--- src/rtl/boid_update_engine.sv ---
// -----------------------------------------------------------------------------
// boid_update_engine
//   Per-boid state update: margin steering, iterative speed limiting, then
//   position integration. One boid at a time, valid/ready on both sides.
//
//   State | meaning
//   IDLE  | waiting for a boid, in_ready high
//   EDGE  | apply turn nudges for any violated screen margin
//   SPEED | scale velocity by 1 -/+ 2^-SHIFT per cycle until in range
//   MOVE  | integrate position, load output registers
//   DONE  | out_valid high, outputs held until out_ready
//
// Ports
//   clk, reset (async, active low)
//   in_valid/in_ready,  x_in, y_in, vx_in, vy_in       : incoming boid
//   out_valid/out_ready, x_out, y_out, vx_out, vy_out  : updated boid
//   px_out, py_out                                     : previous position
//   iter_count                                         : speed iterations k
// -----------------------------------------------------------------------------
module boid_update_engine #(
  parameter int WIDTH     = 32,
  parameter int FRAC      = 15,
  parameter int LEFT      = 100,
  parameter int RIGHT     = 540,
  parameter int TOP       = 100,
  parameter int BOTTOM    = 380,
  parameter int TURN      = 6554,
  parameter int MAX_SPEED = 196608,
  parameter int MIN_SPEED = 98304,
  parameter int SHIFT     = 3,
  parameter int MAX_ITER  = 16
) (
  input  logic                    clk,
  input  logic                    reset,
  input  logic                    in_valid,
  output logic                    in_ready,
  input  logic signed [WIDTH-1:0] x_in,
  input  logic signed [WIDTH-1:0] y_in,
  input  logic signed [WIDTH-1:0] vx_in,
  input  logic signed [WIDTH-1:0] vy_in,
  output logic                    out_valid,
  input  logic                    out_ready,
  output logic signed [WIDTH-1:0] x_out,
  output logic signed [WIDTH-1:0] y_out,
  output logic signed [WIDTH-1:0] vx_out,
  output logic signed [WIDTH-1:0] vy_out,
  output logic signed [WIDTH-1:0] px_out,
  output logic signed [WIDTH-1:0] py_out,
  output logic [4:0]              iter_count
);

  // Margins are given in whole pixels and scaled to fixed point here.
  localparam logic signed [WIDTH-1:0] C_LEFT   = WIDTH'(LEFT   * (2**FRAC));
  localparam logic signed [WIDTH-1:0] C_RIGHT  = WIDTH'(RIGHT  * (2**FRAC));
  localparam logic signed [WIDTH-1:0] C_TOP    = WIDTH'(TOP    * (2**FRAC));
  localparam logic signed [WIDTH-1:0] C_BOTTOM = WIDTH'(BOTTOM * (2**FRAC));
  localparam logic signed [WIDTH-1:0] C_TURN   = WIDTH'(TURN);
  localparam logic [WIDTH:0]          C_MAX_SP = (WIDTH+1)'(MAX_SPEED);
  localparam logic [WIDTH:0]          C_MIN_SP = (WIDTH+1)'(MIN_SPEED);
  localparam logic [4:0]              C_ITER   = 5'(MAX_ITER);
  localparam logic signed [WIDTH-1:0] C_MOST_NEG = {1'b1, {(WIDTH-1){1'b0}}};
  localparam logic [WIDTH-1:0]        C_MAX_POS  = {1'b0, {(WIDTH-1){1'b1}}};

  typedef enum logic [2:0] {IDLE, EDGE, SPEED, MOVE, DONE} state_t;

  state_t r_state, w_state_nxt;

  logic signed [WIDTH-1:0] r_x, r_y, r_vx, r_vy;
  logic [4:0]              r_k;

  logic signed [WIDTH-1:0] r_x_o, r_y_o, r_vx_o, r_vy_o, r_px_o, r_py_o;
  logic [4:0]              r_k_o;

  logic signed [WIDTH-1:0] w_vx_edge, w_vy_edge;
  logic [WIDTH-1:0]        w_abs_vx, w_abs_vy, w_max, w_min;
  logic [WIDTH:0]          w_s;
  logic                    w_shrink, w_grow;

  // Margin nudges; x and y axes are independent.
  always_comb begin
    w_vx_edge = r_vx;
    w_vy_edge = r_vy;
    if (r_x < C_LEFT)        w_vx_edge = r_vx + C_TURN;
    else if (r_x > C_RIGHT)  w_vx_edge = r_vx - C_TURN;
    if (r_y < C_TOP)         w_vy_edge = r_vy + C_TURN;
    else if (r_y > C_BOTTOM) w_vy_edge = r_vy - C_TURN;
  end

  // Alpha-max/beta-min speed estimate. The most negative word has no
  // positive counterpart, so its magnitude saturates.
  always_comb begin
    w_abs_vx = $unsigned(r_vx);
    w_abs_vy = $unsigned(r_vy);
    if (r_vx == C_MOST_NEG)  w_abs_vx = C_MAX_POS;
    else if (r_vx[WIDTH-1])  w_abs_vx = $unsigned(-r_vx);
    if (r_vy == C_MOST_NEG)  w_abs_vy = C_MAX_POS;
    else if (r_vy[WIDTH-1])  w_abs_vy = $unsigned(-r_vy);
    if (w_abs_vx >= w_abs_vy) begin
      w_max = w_abs_vx;
      w_min = w_abs_vy;
    end else begin
      w_max = w_abs_vy;
      w_min = w_abs_vx;
    end
    w_s      = {1'b0, w_max} + {2'b00, w_min[WIDTH-1:1]};
    w_shrink = (w_s > C_MAX_SP) && (r_k < C_ITER);
    // A stationary boid has no direction to grow along.
    w_grow   = !w_shrink && (w_s < C_MIN_SP) && (w_s != '0) && (r_k < C_ITER);
  end

  always_ff @(posedge clk or negedge reset) begin
    if (!reset) r_state <= IDLE;
    else        r_state <= w_state_nxt;
  end

  always_comb begin
    w_state_nxt = r_state;
    case (r_state)
      IDLE:    if (in_valid) w_state_nxt = EDGE;
      EDGE:    w_state_nxt = SPEED;
      SPEED:   if (!(w_shrink || w_grow)) w_state_nxt = MOVE;
      MOVE:    w_state_nxt = DONE;
      DONE:    if (out_ready) w_state_nxt = IDLE;
      default: w_state_nxt = IDLE;
    endcase
  end

  always_ff @(posedge clk or negedge reset) begin
    if (!reset) begin
      r_x    <= '0;
      r_y    <= '0;
      r_vx   <= '0;
      r_vy   <= '0;
      r_k    <= '0;
      r_x_o  <= '0;
      r_y_o  <= '0;
      r_vx_o <= '0;
      r_vy_o <= '0;
      r_px_o <= '0;
      r_py_o <= '0;
      r_k_o  <= '0;
    end else begin
      case (r_state)
        IDLE: begin
          if (in_valid) begin
            r_x  <= x_in;
            r_y  <= y_in;
            r_vx <= vx_in;
            r_vy <= vy_in;
            r_k  <= '0;
          end
        end
        EDGE: begin
          r_vx <= w_vx_edge;
          r_vy <= w_vy_edge;
        end
        SPEED: begin
          if (w_shrink) begin
            r_vx <= r_vx - (r_vx >>> SHIFT);
            r_vy <= r_vy - (r_vy >>> SHIFT);
            r_k  <= r_k + 5'd1;
          end else if (w_grow) begin
            r_vx <= r_vx + (r_vx >>> SHIFT);
            r_vy <= r_vy + (r_vy >>> SHIFT);
            r_k  <= r_k + 5'd1;
          end
        end
        MOVE: begin
          // Output registers load only here, so they stay frozen while the
          // next boid is being worked on.
          r_px_o <= r_x;
          r_py_o <= r_y;
          r_x_o  <= r_x + r_vx;
          r_y_o  <= r_y + r_vy;
          r_vx_o <= r_vx;
          r_vy_o <= r_vy;
          r_k_o  <= r_k;
        end
        default: ;
      endcase
    end
  end

  assign in_ready   = (r_state == IDLE);
  assign out_valid  = (r_state == DONE);
  assign x_out      = r_x_o;
  assign y_out      = r_y_o;
  assign vx_out     = r_vx_o;
  assign vy_out     = r_vy_o;
  assign px_out     = r_px_o;
  assign py_out     = r_py_o;
  assign iter_count = r_k_o;

endmodule

--- config.mk ---
export PLATFORM = sky130hd
export DESIGN_NAME = boid_update_engine
export DESIGN_NICKNAME = d
export VERILOG_FILES = /design/src/rtl/boid_update_engine.sv
export SDC_FILE = /design/constraint.sdc
export NUM_CORES = 1
export LEC_CHECK = 0
export CORE_MARGIN = 2
export CORE_UTILIZATION = 58
export CTS_CLUSTER_SIZE = 30
export DETAILED_ROUTE_END_ITERATION = 10
export PLACE_DENSITY = 0.87
export REMOVE_ABC_BUFFERS = 1
export SETUP_SLACK_MARGIN = 0.4
export SYNTH_ARGS = -nofsm -noshare
export SYNTH_HDL_FRONTEND = slang
export SYNTH_SLANG_ARGS = --single-unit
--- constraint.sdc ---
create_clock -name clk -period 14 [get_ports clk]
set_input_delay 4.2 -clock clk [delete_from_list [all_inputs] [get_ports clk]]
set_output_delay 4.2 -clock clk [all_outputs]
set_load 0.02 [all_outputs]
Word level (Yosys, flattened, before mapping). Cells that the tools add are included.

$lt $le $gt $ge: 8. Add/subtract/negate cells: 14. Muxes and demuxes: 26. Reduce and logical (&&, ||, !) cells: 15. Eq/ne operators: 12.

Operators by type and width (count): 2-to-1 mux 32 bit (16); one-hot mux 32 bit (3 select lines) (2); adder 32 x 14 -> 32 bit, second input constant (2); adder 32 x 29 -> 32 bit (2); adder 32 bit (2); == test 32 bit, second input constant (2); < comparator 32 x 23 -> 1 bit, second input constant (2); negator 32 bit (2); subtractor 32 x 14 -> 32 bit, second input constant (2); subtractor 32 x 29 -> 32 bit (2); adder 32 x 31 -> 33 bit (1); > comparator 33 x 18 -> 1 bit, second input constant (1); < comparator 33 x 17 -> 1 bit, second input constant (1); nonzero test 33 bit (1); greater-or-equal comparator 32 bit (1); > comparator 32 x 25 -> 1 bit, second input constant (1); > comparator 32 x 26 -> 1 bit, second input constant (1); 2-to-1 mux 5 bit (3); one-hot mux 3 bit (5 select lines) (1); one-hot mux 5 bit (2 select lines) (1); 2-to-1 mux 3 bit (3); inequality test 3 bit, second input constant (3); AND reduction 4 bit (2); == test 3 x 2 -> 1 bit, second input constant (2); 14 further kinds (19).

Register bits after elaboration: 333. Output and inout port bits: 199. Logic and storage cells: 88.

Logic depth before layout (Yosys ltp).
Word-level depth: 15. Gate-level depth with buffers: 51.

Worst setup path before layout. Ideal clock, no wire load.

Kind: register to register. Start point: register r_vx[3]. End point: register r_vx[31]. Buffers on the path: 5. Arrival time: 10.970 ns. Setup time: 0.129 ns. Stages on the path, launching flop included: 51. Path slack: 2.902 ns. Path through: dfrtp_1 clkbuf_1 inv_1 ha_1 nor3b_1 nand2b_1 or3_1 or3_1 or3_1 or3_1 or3_1 o21ai_0 xnor2_1 nor2_1 inv_1 ha_1 nand4_1 nor2_1 [... 15 more ...] nor3b_1 a31oi_4 a31oi_2 clkbuf_1 mux2i_1 ha_1 nand2b_1 a21oi_1 o311ai_0 a31oi_1 o31ai_1 o21ai_0 a211oi_1 nor4_1 a31oi_1 o21ai_0 o31a_1 a2111o_1.

Longest elaborated chain between the ends: 14. Elaborated cells on any way between the ends: 27. Classes of those cells: 6 x add/sub; 3 x order compare; 2 x eq/ne; 9 x mux; 7 x reduce/logical.

Ends and longest elaborated chain: start: declaration (RTL line 68) `logic signed [WIDTH-1:0] r_x, r_y, r_vx, r_vy;`; start signal: assignment (RTL line 148) `r_vx <= vx_in;`; start signal: assignment (RTL line 154) `r_vx <= w_vx_edge;`; start signal: assignment (RTL line 159) `r_vx <= r_vx - (r_vx >>> SHIFT);`; negator 32 bit (RTL line 95) `else if (r_vx[WIDTH-1]) w_abs_vx = $unsigned(-r_vx);`; 2-to-1 mux 32 bit (RTL line 95); 2-to-1 mux 32 bit (RTL line 94) `if (r_vx == C_MOST_NEG) w_abs_vx = C_MAX_POS;`; greater-or-equal comparator 32 bit (RTL line 98) `if (w_abs_vx >= w_abs_vy) begin`; 2-to-1 mux 32 bit (RTL line 98); adder 32 x 31 -> 33 bit (RTL line 105) `w_s = {1'b0, w_max} + {2'b00, w_min[WIDTH-1:1]};`; > comparator 33 x 18 -> 1 bit (RTL line 106) `w_shrink = (w_s > C_MAX_SP) && (r_k < C_ITER);`; logical AND 1 bit (RTL line 106); zero test 1 bit (RTL line 108) `w_grow = !w_shrink && (w_s < C_MIN_SP) && (w_s != '0) && (r_k < C_ITER);`; logical AND 1 bit (3 in series) (RTL line 108); inequality test 3 bit (no line); AND reduction 4 bit (no line).

Several ways; a longest one is shown, not always the timed one. The select of a mux whose other input is x is not followed. A chain may end at the register's enable or synchronous reset.

Worst setup path in the final report. Same ends and word-level chain as after synthesis.

==> flow_summary.toml <==
[placement]
portBuffers = 330
hpwl_mm = 60.1
place.gp.congestion = 0.993

[clocking]
worstSkewPairLatency_ps = 570
cts_tree = "built"
cts_buffers = 37
cts_max_path_buffers = 3
clock-root-buffer = "clkbuf_16"
htreeDepth = 2
cts_hold_buf = 0
clk_pin_slew_ps = 70
cts.sinks = 333
cts_setup_buffers = 0

[setup_path]
cp_max_fo = 18
end_kind = "register"
arrival_ps = 12970
cp-start-kind = "register"
critPathRequiredTime_ps = 14450
path_common_cell = "or3_1"
crit_type = "reg2reg"
cp_slowest_cell = "dfrtp_1"
cpPeakStageDelay_ps = 530

[detailed_routing]
drc = 0
routed_wl_mm = 82.4
drtIter0Drc = 2158
vias = 27500
viasPerCell = 6.04
drtAntennaViolNets = 0
wl_per_cell_um = 18.1
drt_pass1_iterations = 5

[yosys]
yosysSeqAreaShare_pct = 29.5
ys_types = 83
ys_warn_count = 0
avgSynthCellArea_um2 = 7.62
synth.top_cell.area_share_pct = 29.5
synthCells = 3703
synth_top_area_cell = "dfrtp_1"
ys_ff_latch = 333
synth_edf_count = 0
synth_area_mm2 = 0.0282
synth_area_leaders = "dfrtp_1 (30%), ha_1 (11%), nand2_1 (11%)"
synth_top_flop_cell = "dfrtp_1"
async_flop_share_pct = 100

[final_layout]
multi_input_area_mm2 = 0.0187
seqCellArea_mm2 = 0.00833
area_growth_pct = 17.5
fillers = 3823
nets = 4301
final_layout_size_suffix_gt1_share_pct = 3.76

[timing]
fmax_mhz = 79.9
fin_worst_skew_ps = 15.7
tns_ps = 0
slew_headroom_pct = 30.6
fin_crit_ps = 12520
rsz0062_at_grt = "no"
whs_ps = 472
worst_pin_slew_ps = 1030
maxSlewViolCount = 0
setup_viol = 0
hold_violations = 0
min_period_over_period_pct = 89.4

[floorplan]
start_util_pct = 59.0
die_w_um = 225
die_h_um = 225
rows = 80
pin_count = 331
core_area_mm2 = 0.0478
dieArea_mm2 = 0.0504

[grt]
grt_max_degree = 163
grt_overflow = 0
grt_pass1_wl_mm = 135
track_usage_pct = 32.5
grt_pass1_vias = 26900
antenna_found_initial = 0

[run_status]
outcome = "finished, final reports clean"

[flow_run]
cap_violations = 0

[worst_hold_path]
hold_path.class = "reg2reg"
[cell families (layout without fill, tap and decap cells)]
group	Yosys count	after routing	synth area share, %
muxes	22	22	0.812
xor gates and xnor gates	256	256	7.95
AOI/OAI and AO/OA	928	929	20.8
and+or+nand+nor	1589	1589	24.9
buffers and inverters	318	554	4.48
DFF	333	333	29.5
adders and majority gates	257	257	11.6
other	0	1	0
[layout make-up]
| class | instances | area share, % |
|---|---|---|
| Multi-Input combinational cell | 3053 | 56.4 |
| Sequential cell | 333 | 25.1 |
| Clock inverter | 15 | 0.661 |
| Tap cell | 615 | 2.32 |
| Inverter | 132 | 1.49 |
| Clock buffer | 52 | 3.36 |
| Timing Repair Buffer | 355 | 10.6 |
| Antenna cell | 1 | 0.00755 |
[state kept, by name (all words and copies together) (netlist names)]
name / cells
iter_count: 5
r_vy: 32
px_out: 32
vx_out: 32
x_out: 32
r_vx: 32
py_out: 32
r_state: 3
y_out: 32
r_k: 5
vy_out: 32
r_y: 32
r_x: 32
[stage by stage]
step | setup WS (ps) | utilization, % | cell area [um2] | instances
6_report | 1480 | 69.3 | 33100 | 4556
3_3_place_gp | 1730 | 66.4 | 31800 | 4487
2_1_floorplan | 778 | - | 27400 | 3517
4_1_cts | 1390 | 69.2 | 33100 | 4554
5_1_grt | 435 | 69.3 | 33100 | 4555
3_5_place_dp | 1420 | 66.4 | 31800 | 4487
[worst max-delay path, delay by kind of cell (launching register included)]
family / cells / cell delay, ps
compound gates: 19 / 5310
buf+inv: 2 / 230
flops: 1 / 530
xor+xnor: 2 / 280
fa+ha+maj: 4 / 1200
simple gates: 18 / 4840
[cells in the final DEF (no fill, tap or decap), types with 22 or more instances in the layout]
cell type | Yosys | layout
inv_1 | 132 | 132
a211oi_1 | 27 | 27
o21ai_0 | 219 | 219
o21a_1 | 42 | 41
xor2_1 | 89 | 89
nand3_1 | 62 | 61
a31oi_1 | 49 | 48
nand2_1 | 833 | 832
a21oi_1 | 272 | 272
nor2_1 | 322 | 321
clkdlybuf4s50_1 | 0 | 329
nor4_1 | 37 | 37
dfrtp_1 | 333 | 333
or3_1 | 31 | 31
nor3_1 | 81 | 80
and3_1 | 36 | 35
xnor2_1 | 167 | 167
ha_1 | 250 | 250
o31ai_1 | 24 | 24
a21o_1 | 89 | 89
nand2b_1 | 44 | 44
a221oi_1 | 43 | 43
clkbuf_16 | 0 | 39
nor2b_1 | 23 | 22
buf_4 | 2 | 24
[final timing paths]
check | startpoint | endpoint | slack, ps | cells after the start
setup / recovery | r_vx[3] | r_vx[31] | 1480 | 45
hold / removal | py_out[0] | py_out[0] | 470 | 2
setup reg to reg | r_vx[3] | r_vx[31] | 1480 | 45
hold reg to reg | py_out[0] | py_out[0] | 470 | 2
max in group asynchronous | reset | r_y[31] | 8880 | 2
min in group asynchronous | reset | r_x[7] | 3690 | 1
[layer usage]
layer | GRT usage, % | vias up | part of all wire (%)
met5 | 0 | - | 0
met2 | 56.5 | 1032 | 49
met4 | 12.8 | 0 | 3.8
met1 | 40.6 | 12900 | 41
li1 | - | 13400 | -
met3 | 4.98 | 214 | 6.9
[cells in the mapped netlist (8+ instances only)]
cell type  count
nand4_1       20
nor3b_1       10
nand2_1      833
a21boi_0      15
clkbuf_1     135
a221oi_1      43
dfrtp_1      333
ha_1         250
and3_1        36
nor4_1        37
nor2b_1       23
buf_2         30
or2_2         17
and4_1         8
a21o_1        89
nor3_1        81
nand3_1       62
o211ai_1      18
a22oi_1       13
a21oi_1      272
o21a_1        42
or3_1         31
o41ai_1       10
xnor2_1      167
o22ai_1       13
or4_1         14
a31oi_1       49
and2_1        17
nand2b_1      44
nor2_1       322
a211oi_1      27
xor2_1        89
buf_1         15
inv_1        132
mux2i_1       17
o31ai_1       24
nand3b_1       9
o21bai_1      19
o21ai_0      219
[repair_timing]
action | in CTS | in global routing
setup endpoints to repair | 0 | 3
gates resized for setup | 0 | 4
endpoints found under the hold margin | 0 | 0
Power is not shown: default switching activity piles up to over one toggle a cycle in this logic, so the estimate is an artifact.
